==> src/rtl/bus_uart_tx.sv <==
// -----------------------------------------------------------------------------
// bus_uart_tx
//   Memory-mapped 8N1 UART transmitter sitting on the CPU memory bus. The core
//   writes bytes into a small TX FIFO; a bit-serial engine drains the FIFO onto
//   the tx pin, LSB first, one start and one stop bit per byte. A level
//   interrupt is raised when the engine is idle with nothing left to send.
//
// Ports
//   clk      in   1   system clock
//   reset    in   1   asynchronous, active-high reset
//   valid    in   1   bus request (slave already selected)
//   address  in   32  byte address, only address[3:2] decoded
//   wstrobe  in   4   byte write enables, all zero means read
//   wdata    in   32  write data
//   rdata    out  32  read data, meaningful only while ready=1, else 0
//   ready    out  1   single-cycle transfer acknowledge
//   irq      out  1   level interrupt: irq_en && fifo empty && engine idle
//   tx       out  1   serial line, idle high
//
// Register map (address[3:2])
//   0 DATA    W: wstrobe[0] pushes wdata[7:0]            R: 0
//   1 STATUS  R: [0] empty [1] full [2] busy [3] overflow [7:4] count (sat 15)
//             W: wstrobe[0] && wdata[3] clears overflow
//   2 CTRL    R/W: [0] irq_en
//   3 -       R: 0, W: ignored
// -----------------------------------------------------------------------------
module bus_uart_tx #(
    parameter int CLK_FREQ_HZ = 24_000_000,
    parameter int BAUD_RATE   = 115_200,
    parameter int FIFO_DEPTH  = 8
) (
    input  logic        clk,
    input  logic        reset,
    input  logic        valid,
    input  logic [31:0] address,
    input  logic [3:0]  wstrobe,
    input  logic [31:0] wdata,
    output logic [31:0] rdata,
    output logic        ready,
    output logic        irq,
    output logic        tx
);

    localparam int DIVIDER = CLK_FREQ_HZ / BAUD_RATE;
    localparam int CNT_W   = (DIVIDER > 1) ? $clog2(DIVIDER) : 1;
    localparam int AW      = $clog2(FIFO_DEPTH);
    localparam int CW      = AW + 1;

    localparam logic [CNT_W-1:0] BAUD_RELOAD = CNT_W'(DIVIDER - 1);
    localparam logic [CW-1:0]    DEPTH_C     = CW'(FIFO_DEPTH);

    typedef enum logic [1:0] {
        S_IDLE,
        S_START,
        S_DATA,
        S_STOP
    } state_t;

    // The count field is only four bits wide, so deeper FIFOs show 15.
    function automatic logic [3:0] sat_count(input logic [CW-1:0] c);
        if (int'(c) > 15) return 4'hF;
        return 4'(c);
    endfunction

    // Bus side
    logic        r_ready;
    logic [31:0] r_rdata;
    logic        r_irq_en;

    // FIFO
    logic [7:0]    r_mem [FIFO_DEPTH];
    logic [AW-1:0] r_wptr;
    logic [AW-1:0] r_rptr;
    logic [CW-1:0] r_count;
    logic          r_overflow;

    // Serialiser
    state_t          r_state;
    logic [CNT_W-1:0] r_baud;
    logic [2:0]      r_bit;
    logic [7:0]      r_shift;

    logic             w_xfer;
    logic [1:0]       w_addr;
    logic             w_push;
    logic             w_push_ok;
    logic             w_pop;
    logic             w_empty;
    logic             w_full;
    logic             w_busy;
    logic             w_ovf_clr;
    logic [7:0]       w_status;
    logic [31:0]      w_rd_mux;
    state_t           w_state_nx;
    logic [CNT_W-1:0] w_baud_nx;
    logic [2:0]       w_bit_nx;
    logic [7:0]       w_shift_nx;
    logic             w_tx;
    logic             w_unused;

    assign w_unused = ^{address[31:4], address[1:0], wstrobe[3:1], wdata[31:8]};

    // ---- bus decode: side effects only in the valid && ready cycle ----
    assign w_xfer    = valid && r_ready;
    assign w_addr    = address[3:2];
    assign w_push    = w_xfer && (w_addr == 2'd0) && wstrobe[0];
    assign w_ovf_clr = w_xfer && (w_addr == 2'd1) && wstrobe[0] && wdata[3];

    assign w_empty = (r_count == '0);
    assign w_full  = (r_count == DEPTH_C);
    assign w_busy  = (r_state != S_IDLE);

    // A pop in the same cycle frees a slot, so a push into a full FIFO still lands.
    assign w_push_ok = w_push && (!w_full || w_pop);

    assign w_status = {sat_count(r_count), r_overflow, w_busy, w_full, w_empty};

    always_comb begin
        w_rd_mux = '0;
        case (w_addr)
            2'd1:    w_rd_mux = {24'b0, w_status};
            2'd2:    w_rd_mux = {31'b0, r_irq_en};
            default: w_rd_mux = '0;
        endcase
    end

    // rdata is captured together with ready, so it reflects register state
    // one cycle before the acknowledge.
    always_ff @(posedge clk or posedge reset) begin
        if (reset) begin
            r_ready  <= 1'b0;
            r_rdata  <= '0;
            r_irq_en <= 1'b0;
        end else begin
            r_ready <= valid && !r_ready;
            r_rdata <= (valid && !r_ready) ? w_rd_mux : '0;
            if (w_xfer && (w_addr == 2'd2) && wstrobe[0]) begin
                r_irq_en <= wdata[0];
            end
        end
    end

    // ---- FIFO ----
    always_ff @(posedge clk) begin
        if (w_push_ok) begin
            r_mem[r_wptr] <= wdata[7:0];
        end
    end

    always_ff @(posedge clk or posedge reset) begin
        if (reset) begin
            r_wptr     <= '0;
            r_rptr     <= '0;
            r_count    <= '0;
            r_overflow <= 1'b0;
        end else begin
            if (w_push_ok) r_wptr <= r_wptr + AW'(1);
            if (w_pop)     r_rptr <= r_rptr + AW'(1);
            case ({w_push_ok, w_pop})
                2'b10:   r_count <= r_count + CW'(1);
                2'b01:   r_count <= r_count - CW'(1);
                default: r_count <= r_count;
            endcase
            if (w_push && w_full && !w_pop) begin
                r_overflow <= 1'b1;
            end else if (w_ovf_clr) begin
                r_overflow <= 1'b0;
            end
        end
    end

    // ---- serialiser: every bit period is DIVIDER cycles, counter runs DIVIDER-1..0 ----
    always_comb begin
        w_state_nx = r_state;
        w_baud_nx  = r_baud;
        w_bit_nx   = r_bit;
        w_shift_nx = r_shift;
        w_pop      = 1'b0;
        w_tx       = 1'b1;
        case (r_state)
            S_IDLE: begin
                if (!w_empty) begin
                    w_pop      = 1'b1;
                    w_shift_nx = r_mem[r_rptr];
                    w_baud_nx  = BAUD_RELOAD;
                    w_state_nx = S_START;
                end
            end
            S_START: begin
                w_tx = 1'b0;
                if (r_baud == '0) begin
                    w_baud_nx  = BAUD_RELOAD;
                    w_bit_nx   = 3'd0;
                    w_state_nx = S_DATA;
                end else begin
                    w_baud_nx = r_baud - CNT_W'(1);
                end
            end
            S_DATA: begin
                w_tx = r_shift[0];
                if (r_baud == '0) begin
                    w_baud_nx  = BAUD_RELOAD;
                    w_shift_nx = {1'b0, r_shift[7:1]};
                    if (r_bit == 3'd7) begin
                        w_state_nx = S_STOP;
                    end else begin
                        w_bit_nx = r_bit + 3'd1;
                    end
                end else begin
                    w_baud_nx = r_baud - CNT_W'(1);
                end
            end
            S_STOP: begin
                w_tx = 1'b1;
                if (r_baud == '0) begin
                    w_state_nx = S_IDLE;
                end else begin
                    w_baud_nx = r_baud - CNT_W'(1);
                end
            end
            default: w_state_nx = S_IDLE;
        endcase
    end

    always_ff @(posedge clk or posedge reset) begin
        if (reset) begin
            r_state <= S_IDLE;
            r_baud  <= '0;
            r_bit   <= '0;
        end else begin
            r_state <= w_state_nx;
            r_baud  <= w_baud_nx;
            r_bit   <= w_bit_nx;
        end
    end

    always_ff @(posedge clk) begin
        r_shift <= w_shift_nx;
    end

    // tx and irq decode registered state only, so reset forces them at once.
    assign tx    = w_tx;
    assign irq   = r_irq_en && w_empty && (r_state == S_IDLE);
    assign ready = r_ready;
    assign rdata = r_rdata;

endmodule

==> config.mk <==
export PLATFORM = sky130hd
export DESIGN_NAME = bus_uart_tx
export DESIGN_NICKNAME = d
export VERILOG_FILES = /design/src/rtl/bus_uart_tx.sv
export SDC_FILE = /design/constraint.sdc
export NUM_CORES = 1
export LEC_CHECK = 0
export ABC_AREA = 1
export BUFFER_PORTS_ARGS = -buffer_cell sky130_fd_sc_hd__clkbuf_2
export CORE_ASPECT_RATIO = 1.25
export CORE_MARGIN = 2
export CORE_UTILIZATION = 58
export DETAILED_ROUTE_END_ITERATION = 7
export GPL_ROUTABILITY_DRIVEN = 0
export PLACE_DENSITY = 0.84
export SLEW_MARGIN = 20
export SYNTH_ARGS = -nofsm -noshare
export SYNTH_HDL_FRONTEND = slang
export SYNTH_SLANG_ARGS = --single-unit
==> constraint.sdc <==
create_clock -name clk -period 6.8 [get_ports clk]
set_input_delay 1.02 -clock clk [delete_from_list [all_inputs] [get_ports clk]]
set_output_delay 1.02 -clock clk [all_outputs]
set_load 0.03 [all_outputs]
# Word-level counts from Yosys, hierarchy flattened
# Memories as Yosys holds them, arrays and structs flattened.
# Cells that the tools add are included.
word_totals:
  reg_bits: 66
  latchBits: 0
  ramBits: 64
  mem_bits_ro: 0
  in_bits: 71
  out_inout_bits: 35
  n_memories: 1
classes:
  addsub: 6
  mul: 0
  div: 0
  magnitude_cmp: 0
  eq_ne: 16
  shift: 0
  n_mux: 27
  n_bitwise: 0
  reduce_logical: 32
mem_list:
  columns: ["memory", "depth", "width", "rd", "rd_ports_with_merged_regs", "wr", "line", "source"]
  rows:
  - ["r_mem", 8, 8, 1, 0, 1, "71", "logic [7:0] r_mem [FIFO_DEPTH];"]
op_table:
  columns: ["operator", "n"]
  rows:
  - ["$mux 8", 5]
  - ["$mux 32", 1]
  - ["$pmux 8 s2", 2]
  - ["$pmux 8 s3", 1]
  - ["$logic_and 1x1->1", 14]
  - ["$ne 2x2->1 const B", 7]
  - ["$mux 2", 5]
  - ["$reduce_bool 2->1", 5]
  - ["$add 3x1->3 const B", 3]
  - ["$mux 3", 3]
  - ["$eq 2x2->1 const B", 4]
  - ["$logic_not 8->1", 1]
  - ["$pmux 2 s4", 1]
  - ["$pmux 4 s2", 1]
  - ["$sub 8x1->8 const B", 1]
  - ["$eq 2x1->1 const B", 3]
  - ["$mux 1", 6]
  - ["$pmux 3 s2", 1]
  - ["$reduce_and 5->1", 1]
  - ["$add 4x1->4 const B", 1]
  - ["$eq 4x4->1 const B", 1]
  - ["$logic_not 2->1", 2]
  - ["$logic_not 4->1", 1]
  - ["$reduce_and 4->1", 1]
  - ["other kinds (8)", 10]

# Logic depth before layout (Yosys ltp)
# Gate-level depths: netlist of the first run.
logic_depth:
  depth_word: 7
  mapped_depth: 13

# Least setup slack after synthesis of the first run
# Ideal clock, no wire load.
synth_path:
  path_type: "in2reg"
  from: "in address[2]"
  to: "mem r_mem[0][0], enable pin"
  arrival_time_ns: 2.409
  required_time_ns: 6.417
  path_slack_ns: 4.008
  cell_stages: 7
  cell_sequence: "inv_1 ha_1 inv_1 nor2_1 nand2_1 or2_2 nor3_1"
synth_via:
  elab_chain_cells: 6
synth_rtl:
  columns: ["element", "line", "source"]
  rows:
  - ["start, declared", "35", "input logic [31:0] address,"]
  - ["$logic_not 2->1", "106", "assign w_push = w_xfer && (w_addr == 2'd0) && wstrobe[0];"]
  - ["$logic_and 1x1->1 (2 in series)", "106", null]
  - ["$logic_and 1x1->1", "114", "assign w_push_ok = w_push && (!w_full || w_pop);"]
  - ["$mux 1", "145", "if (w_push_ok) begin"]
  - ["$mux 1 (implied by the code)", "146", "r_mem[r_wptr] <= wdata[7:0];"]
  - ["end, declared", "71", null]
# No other way between the ends.

# Final worst setup path of the first run
layout_path:
  from: "reg r_state[0]"
  to: "out irq"
layout_via:
  elab_chain_cells: 2
layout_rtl:
  columns: ["element", "line", "source"]
  rows:
  - ["start, declared", "78", "state_t r_state;"]
  - ["start signal, assigned", "231", "r_state <= w_state_nx;"]
  - ["$logic_not 2->1", "243", "assign irq = r_irq_en && w_empty && (r_state == S_IDLE);"]
  - ["$logic_and 1x1->1", "243", null]
  - ["end, declared", "40", "output logic irq,"]
# No other way between the ends.

==> out/qor.yml, run 1 <==
floorplanning:
  core_area_um2: 8150
  die_x_um: 85.6
  die_h_um: 106
  start_util_pct: 59.2
  dieArea_um2: 9070
  num_io_pins: 106
  row_count: 37
synthesis:
  synth_cell_type_count: 34
  synthMuxAreaShare_pct: 0.207
  ys_ff_latch: 106
  syn_avg_cell_area_um2: 10.8
  ys_warn_count: 0
  synthSimpleGateAreaFrac_pct: 14.0
  synth_compound_area_share_pct: 9.91
  synth_top_family_by_area: "simple AND/OR/NAND/NOR gates"
  synthCells: 447
  synth_adder_area_share_pct: 3.37
  synth_area_um2: 4820
  post-synth-top-area-cell: "edfxtp_1"
  yosysTopAreaCellShare_pct: 44.8
  synthXorXnorAreaFrac_pct: 1.82
  yosys-top-cells-area: "edfxtp_1 (45%), dfrtp_1 (18%), nor2_1 (5.1%), o21ai_0 (4.8%), nand2_1 (4.3%)"
  ys_seq_area_share_pct: 62.4
cts:
  cts_hold_buf: 0
  clk_pin_slew_ps: 100
  clockRootBuffer: "clkbuf_8"
  cts_tree: "yes"
  ctsResizeCount: 0
  postCtsSetupBuffers: 0
  cts_num_sinks: 106
  htree_num_levels: 3
  cts_buffers: 9
  cts_max_path_buffers: 2
  insertion_delay_ps: 390
grt:
  grt_max_degree: 35
  grt_pass1_wl_um: 16100
  grt_usage_pct: 23.3
  grt_overflow: 0
  grt_pass1_vias: 3417
  grt_antenna_before_repair: 0
job:
  cap_viol_max_count: 0
sta:
  period_needed_ps: 3420
  tns_ps: 0
  fmax_mhz: 293
  finalCritPeriodShare_pct: 50.3
  rsz0062_at_grt: "no"
  hold_viol_final: 0
  setup_viol: 0
  clock_skew_ps: 18.6
  slew_violations: 0
  tightest_slew_ps: 993
  relSlewSlack_pct: 33.6
drt:
  drc_errors: 0
  vias: 3346
  wl_met1_um: 3810
  first_pass_iters: 5
  met2_length_um: 5140
  wl_per_cell_um: 17.4
  wl_met3_um: 792
  drtIter0Drc: 480
  ant_nets: 0
  via_per_inst: 5.81
  routed_wl_um: 10000
  top_layer_used: "met4"
critical_path:
  r2r-start: "r_state[0]"
  cp.required_ps: 5780
  critPathLaunchType: "register"
  worst_setup_path_end_kind: "output pin"
  crit_arrival_ps: 2400
  cp-startpoint: "r_state[0]"
  cp_slowest_cell: "dfrtp_1"
  slowest_delay_ps: 450
  crit_chain: "inv_1, ha_1, inv_1, nor2_1, inv_1, nor2_1, clkbuf_2"
  worstSetupPathType: "reg2out"
  crit_top_cell: "inv_1"
  cp_max_fo: 9
placed_design:
  place_hpwl_um: 6330
  portBuffers: 24
  dpl_cell_area_um2: 4960
power_and_ir_drop:
  powerDensity_nw_per_um2: 250
  vdd_drop_max_mv: 0.233
  power_leakage_nw: 2.16
min_path:
  hp-start: "r_baud[0]"
  hold_path_class: "reg2reg"
finish:
  final_common_cell: "edfxtp_1"
  final_cell_area_um2: 5220
  diodes: 0
  nets: 558
  area_delta_synth_final_pct: 8.12
  layout_common_cells: "edfxtp_1 (72), nor2_1 (65), nand2_1 (55)"
  drive_gt1_share_pct: 12.5
outcome:
  status: "complete, no violations"
==> where the power goes <==
group	internal [mW]	leakage, nW	switching [mW]
logic	0.0296	0.972	0.0802
registers	0.706	1.06	0.0202
clock network	0.248	0.126	0.222
total	0.984	2.16	0.322
==> flip-flops by register name, summed over array words and instances (netlist names) <==
name and cells:
r_state 2, r_rptr 3, r_overflow 1, r_mem 64, r_bit 3, ready 1, r_shift 8, r_count 4
r_wptr 3, rdata 8, r_baud 8, r_irq_en 1
==> through the flow <==
step           setup WS, ps  hold WS (ps)  power [mW]  cells  utilization (%)
2_1_floorplan          4010           451       0.829    470                -
3_3_place_gp           3730           473       0.843    560             60.9
3_5_place_dp           3700           480       0.849    560             60.9
4_1_cts                3450           490        1.31    576             64.0
5_1_grt                3270           506        1.35    576             64.0
6_report               3380           491        1.31    576             64.0
==> worst max-delay path, delay by kind of cell (launching register included) <==
kind / cells / cell delay, ps
buf+inv: 4 / 720
fa+ha+maj: 1 / 410
simple gates: 2 / 440
flops: 1 / 450
==> worst paths after layout <==
kind | end | slack [ps] | cells past startpoint
min reg2reg | r_baud[0] | 490 | 1
max reg2reg | r_mem[6][3] | 3880 | 7
min in group asynchronous | r_baud[2] | 700 | 3
max in group asynchronous | r_baud[6] | 5780 | 3
min | r_baud[0] | 490 | 1
max | irq | 3380 | 7
==> kinds of logic after synthesis <==
group,after synthesis
AOI/OAI and AO/OA,79
xor gates and xnor gates,10
adders and majority gates,13
buffers and inverters,79
DFF,106
muxes,1
other,1
and+or+nand+nor,158
==> metal layers <==
| layer | global-route usage [%] | vias to the layer above |
|---|---|---|
| li1 | - | 1531 |
| met1 | 30.4 | 1602 |
| met2 | 37.7 | 179 |
| met3 | 4.04 | 34 |
| met4 | 11.7 | 0 |
| met5 | 0 | - |
==> Yosys cell counts (all sizes together) <==
| library cell | count |
|---|---|
| clkinv | 1 |
| or2 | 2 |
| nor2 | 68 |
| conb | 1 |
| o21bai | 1 |
| a32o | 1 |
| buf | 27 |
| dfrtp | 34 |
| nand4 | 4 |
| inv | 42 |
| a31oi | 3 |
| clkbuf | 9 |
| o31ai | 1 |
| a21oi | 6 |
| ha | 13 |
| o21ai | 50 |
| nand2 | 59 |
| mux2i | 1 |
| nor3 | 9 |
| o221ai | 14 |
| nand3 | 16 |
| edfxtp | 72 |
| o22ai | 2 |
| o21a | 1 |
| xor2 | 10 |
==> cell type report <==
class	count	area [µm²]
clock buffer	9	124
clock inverter	7	124
fill	566	2930
inverter	43	164
multi-input combinational	285	1510
sequential	106	3010
tap	97	121
timing repair buffer	29	158
No activity file was read; power rests on OpenSTA's default activity.
==> inputs of run 2 (changes only) <==
- CORE_UTILIZATION: 58 -> 54
- PLACE_DENSITY: 0.84 -> 0.79
- clock period: 6.8 -> 3.18 ns (I/O delays scaled with it)
==> run 2 against run 1 <==
Against the previous run:
- power is 94% higher
- global-route usage is 2.9 points lower
- cell count is 5.4% higher
- critical path depth is 1 lower
- wire length is 8.8% lower
- combinational power is 110% higher
- clock power is 59% higher
- clock-buffer cell count is 1 higher
- non-clock buffer count is 8 higher
- sequential share of layout area is 0.069 points lower
- sequential cell count stayed put
- die area is 7.1% higher
- critical endpoint is now tx
==> out/qor.yml, run 2 (synthesized netlist as in run 1, its figures left out) <==
cts:
  clockRootBuffer: "clkbuf_8"
  ctsResizeCount: 0  # unchanged
  cts_hold_buf: 0  # unchanged
  htree_num_levels: 3  # unchanged
  cts_max_path_buffers: 2  # unchanged
  insertion_delay_ps: 380  # about the same
  cts_buffers: 9  # unchanged
  cts_num_sinks: 106  # unchanged
  postCtsSetupBuffers: 0  # unchanged
  cts_tree: "yes"
  clk_pin_slew_ps: 90  # about the same
drt:
  first_pass_iters: 5  # unchanged
  drc_errors: 0  # unchanged
  wl_per_cell_um: 15.1  # -13%
  routed_wl_um: 9140  # -8.8%
  ant_nets: 0  # unchanged
  vias: 3247  # -3.0%
  drtIter0Drc: 320  # -33%
  via_per_inst: 5.35  # -7.9%
floorplanning:
  num_io_pins: 106  # unchanged
  start_util_pct: 55.5  # -3.8 points
  core_area_um2: 8700  # +6.8%
  row_count: 38  # +2.7%
  die_x_um: 88.5  # +3.5%
  die_h_um: 110  # +3.5%
  dieArea_um2: 9710  # +7.1%
critical_path:
  cp.required_ps: 2700  # -3080 ps
  worstSetupPathType: "reg2out"
  critPathLaunchType: "register"
  path_buf_inv: 3  # -1
  cp-startpoint: "r_state[0]"
  slowest_delay_ps: 430  # -20 ps
  crit_top_cell: "inv_1"
  cp_max_fo: 12  # +3
  crit_arrival_ps: 2120  # -280 ps
  crit_family: "buffers and inverters"
  worst_setup_path_end_kind: "output pin"
  r2r_slack_ps: 970  # -2910 ps
  r2r-start: "r_state[0]"
  cp_slowest_cell: "dfrtp_1"
  crit_chain: "inv_1, ha_1, inv_1, nand2_1, o21a_1, clkbuf_2"
job:
  cap_viol_max_count: 0  # unchanged
power_and_ir_drop:
  power.total_mw: 2.53  # +94%
  vdd_drop_max_mv: 0.409  # +75%
  p_switching_mw: 0.665  # +110%
  power_leakage_nw: 2.16  # +0.21%
  combPwrFrac_pct: 9.2  # +0.8 points
  p_int_mw: 1.87  # +90%
  p_seq_share_pct: 61.3  # +5.7 points
  clockPowerShare_pct: 29.4  # -6.6 points
  powerDensity_nw_per_um2: 485  # +94%
  p_sw_share_pct: 26.3  # +1.6 points
grt:
  grt_usage_pct: 20.4  # -2.9 points
  grt_pass1_wl_um: 14700  # -8.7%
  grt_overflow: 0  # unchanged
  grt_pass1_vias: 3115  # -8.8%
  grt_antenna_before_repair: 0  # unchanged
  grt_max_degree: 35  # unchanged
finish:
  final_cell_area_um2: 5220  # +0.12%
  final_common_cell: "edfxtp_1"
  diodes: 0  # unchanged
  area_delta_synth_final_pct: 8.25
  nets: 566  # +1.4%
  top_register: "r_mem"
  layout_common_cells: "edfxtp_1 (72), nor2_1 (65), nand2_1 (55)"
  stdcell_count: 607  # +5.4%
  largest_register_ffs: 64  # unchanged
  drive_gt1_share_pct: 13.3  # +0.82 points
sta:
  clock_skew_ps: 13.3  # -5.27 ps
  fmax_mhz: 385
  slew_violations: 0  # unchanged
  setup_viol: 0  # unchanged
  period_needed_ps: 2600
  finalCritPeriodShare_pct: 81.6
  relSlewSlack_pct: 33.6  # about the same
  tns_ps: 0  # unchanged
  hold_viol_final: 0  # unchanged
  tightest_slew_ps: 995  # +2.10 ps
  rsz0062_at_grt: "no"
placed_design:
  dp_cells: 591  # +5.5%
  place_hpwl_um: 5920  # -6.4%
  portBuffers: 24  # unchanged
  dpl_cell_area_um2: 5050  # +1.7%
outcome:
  status: "complete, no violations"
min_path:
  hold_path_class: "in2async"
-- run 2: area by class of cell --
| type | instances | area (µm²) |
|---|---|---|
| clock buffer | 10 | 128 |
| fill | 680 | 3480 |
| tap | 120 | 150 |
| clock inverter | 6 | 47.5 |
| timing repair buffer | 37 | 218 |
| sequential | 106 | 3010 |
| inverter | 43 | 164 |
| multi-input combinational | 285 | 1500 |
-- run 2: path summary, 6_finish.rpt --
check / end / depth (start not counted)
min: r_baud[1] / 3
max: tx / 6
max in group asynchronous: r_count[1] / 3
min reg2reg: r_baud[0] / 1
min in group clk: ready / 3
max reg2reg: r_mem[2][4] / 8
-- run 2: routing by layer --
metal / vias to the layer above / track usage [%] / routed length (µm)
met4: 0 / 8.98 / 163
met3: 16 / 4.95 / 594
met5: - / 0 / 0
met1: 1540 / 26.9 / 3860
li1: 1552 / - / -
met2: 139 / 32.1 / 4520
-- run 2: power groups by stage --
stage	combinational, mW	clock, mW	sequential [mW]
2_1_floorplan	0.190	0	1.58
4_1_cts	0.234	0.759	1.55
3_5_place_dp	0.232	0	1.58
6_report	0.234	0.746	1.55
5_1_grt	0.269	0.808	1.56
3_3_place_gp	0.223	0	1.58
-- run 2: worst register-to-register path, stage by stage, from the launching register on --
cell	delay, ps
dfrtp_1	430
inv_1	100
ha_1	170
inv_1	110
nand4_1	140
nand2_1	130
or2_2	350
nor2_1	280
buf_4	240
-- run 2: stage by stage --
step / hold WS [ps] / setup slack [ps] / utilization [%]
after floorplan: 451 / 873 / -
after global placement: 476 / 932 / 58.0
after detailed placement: 482 / 893 / 58.0
after CTS: 162 / 583 / 60.0
after global routing: 205 / 441 / 60.0
final: 160 / 584 / 60.0
==> inputs of run 3 (changes only) <==
- clock period: 3.18 -> 2.6 ns (I/O delays scaled with it)
==> run 3 against run 2 <==
Against the previous run:
- utilization is 0.72 points higher
- highest routed layer unchanged
- die area stayed put
- cell count is 0.66% higher
- global-route usage is 1.1 points higher
- critical path type unchanged
- sequential cell count stayed put
- clock-buffer cell count is 2 higher
==> out/qor.yml, run 3 (synthesized netlist as in run 1, its figures left out) <==
grt:
  grt_usage_pct: 21.5  # +1.1 points
  grt_overflow: 0  # unchanged
  grt_max_degree: 34  # -2.9%
  grt_antenna_before_repair: 0  # unchanged
  grt_pass1_vias: 3203  # +2.8%
  grt_pass1_wl_um: 15400  # +4.5%
finish:
  drive_gt1_share_pct: 14.3  # +0.91 points
  utilization_pct: 60.7  # +0.72 points
  area_delta_synth_final_pct: 9.54
  nets: 570  # +0.71%
  stdcell_count: 611  # +0.66%
  final_common_cell: "edfxtp_1"
  layout_common_cells: "edfxtp_1 (72), nor2_1 (65), nand2_1 (55)"
  top_register: "r_mem"
  final_cell_area_um2: 5290  # +1.2%
  largest_register_ffs: 64  # unchanged
  diodes: 0  # unchanged
power_and_ir_drop:
  power.total_mw: 3.22  # +27%
  powerDensity_nw_per_um2: 609  # +26%
  power_leakage_nw: 2.20  # +1.7%
  vdd_drop_max_mv: 0.369  # -9.8%
drt:
  via_per_inst: 5.38  # +0.63%
  ant_nets: 0  # unchanged
  drtIter0Drc: 333  # +4.1%
  vias: 3289  # +1.3%
  drc_errors: 0  # unchanged
  wl_per_cell_um: 15.5  # +2.9%
  routed_wl_um: 9470  # +3.6%
  first_pass_iters: 5  # unchanged
sta:
  setup_viol: 0  # unchanged
  finalCritPeriodShare_pct: 91.3
  relSlewSlack_pct: 61.8  # +28 points
  slew_violations: 0  # unchanged
  rsz0062_at_grt: "no"
  clock_skew_ps: 11.3  # -2.06 ps
  tightest_slew_ps: 572  # -422 ps
  hold_viol_final: 0  # unchanged
  fmax_mhz: 421
  period_needed_ps: 2370
  hold_ws_ps: 28.7  # -132 ps
  tns_ps: 0  # unchanged
  setup_ws_ps: 226  # -359 ps
floorplanning:
  core_area_um2: 8700  # unchanged
  start_util_pct: 55.5  # unchanged
  num_io_pins: 106  # unchanged
  dieArea_um2: 9710  # unchanged
  row_count: 38  # unchanged
  die_h_um: 110  # unchanged
  die_x_um: 88.5  # unchanged
cts:
  cts_num_sinks: 106  # unchanged
  cts_hold_buf: 0  # unchanged
  cts_buffers: 9  # unchanged
  clockRootBuffer: "clkbuf_8"
  cts_max_path_buffers: 2  # unchanged
  clk_pin_slew_ps: 90  # about the same
  insertion_delay_ps: 370  # about the same
  cts_tree: "yes"
  htree_num_levels: 3  # unchanged
critical_path:
  cp_max_fo: 10  # -2
  worst_setup_path_end_kind: "output pin"
  crit_arrival_ps: 1980  # -140 ps
  worstSetupPathType: "reg2out"
  critPathLaunchType: "register"
  cp.required_ps: 2210  # -490 ps
placed_design:
  place_hpwl_um: 6380  # +7.8%
  pre_cts_ws_ps: 514  # -379 ps
  dpl_cell_area_um2: 5060  # +0.30%
  dp_cells: 593  # +0.34%
  portBuffers: 24  # unchanged
job:
  cap_viol_max_count: 0  # unchanged
min_path:
  hold_path_class: "in2async"
outcome:
  status: "complete, no violations"
-- run 3: cell type report --
class,count,area (µm²)
tap,120,150
clock inverter,4,48.8
timing repair buffer,41,248
sequential,106,3010
clock buffer,12,155
multi-input combinational,285,1500
inverter,43,168
fill,689,3420
-- run 3: where the power goes --
part	internal (mW)	total (mW)	switching, mW
logic	0.0787	0.286	0.208
registers	1.85	1.90	0.0517
clock network	0.499	1.03	0.534
total	2.42	3.22	0.794
-- run 3: path summary, 6_finish.rpt --
check | start | end | slack (ps) | depth (start not counted)
worst min register to register | r_baud[0] | r_baud[0] | 500 | 1
worst min-delay path | reset | rdata[7] | 30 | 2
max in group asynchronous | reset | rdata[3] | 2000 | 3
worst max register to register | r_state[0] | r_mem[4][7] | 500 | 8
worst max-delay path | r_state[0] | tx | 230 | 6
min in group clk | valid | ready | 290 | 3
-- run 3: worst max-delay path: stages, from the launching register on --
cell        delay [ps]
dfrtp_1            430
inv_1              100
ha_1               410
clkinvlp_4         240
nand2_1            110
o21a_1             120
clkbuf_2           200
-- run 3: layer usage --
| layer | track usage, % | up-vias | wire [µm] | share of wire [%] |
|---|---|---|---|---|
| met5 | 0 | - | 0 | 0 |
| met4 | 11.8 | 0 | 274 | 2.9 |
| met3 | 3.53 | 23 | 465 | 4.9 |
| met2 | 33.9 | 115 | 4680 | 49 |
| met1 | 28.4 | 1588 | 4050 | 43 |
| li1 | - | 1563 | - | - |
-- run 3: what timing repair did --
item                                    4_1_cts  5_1_grt
endpoints found under the setup margin        0        1
gates resized for setup                       0        1
setup buffers                                 0        2
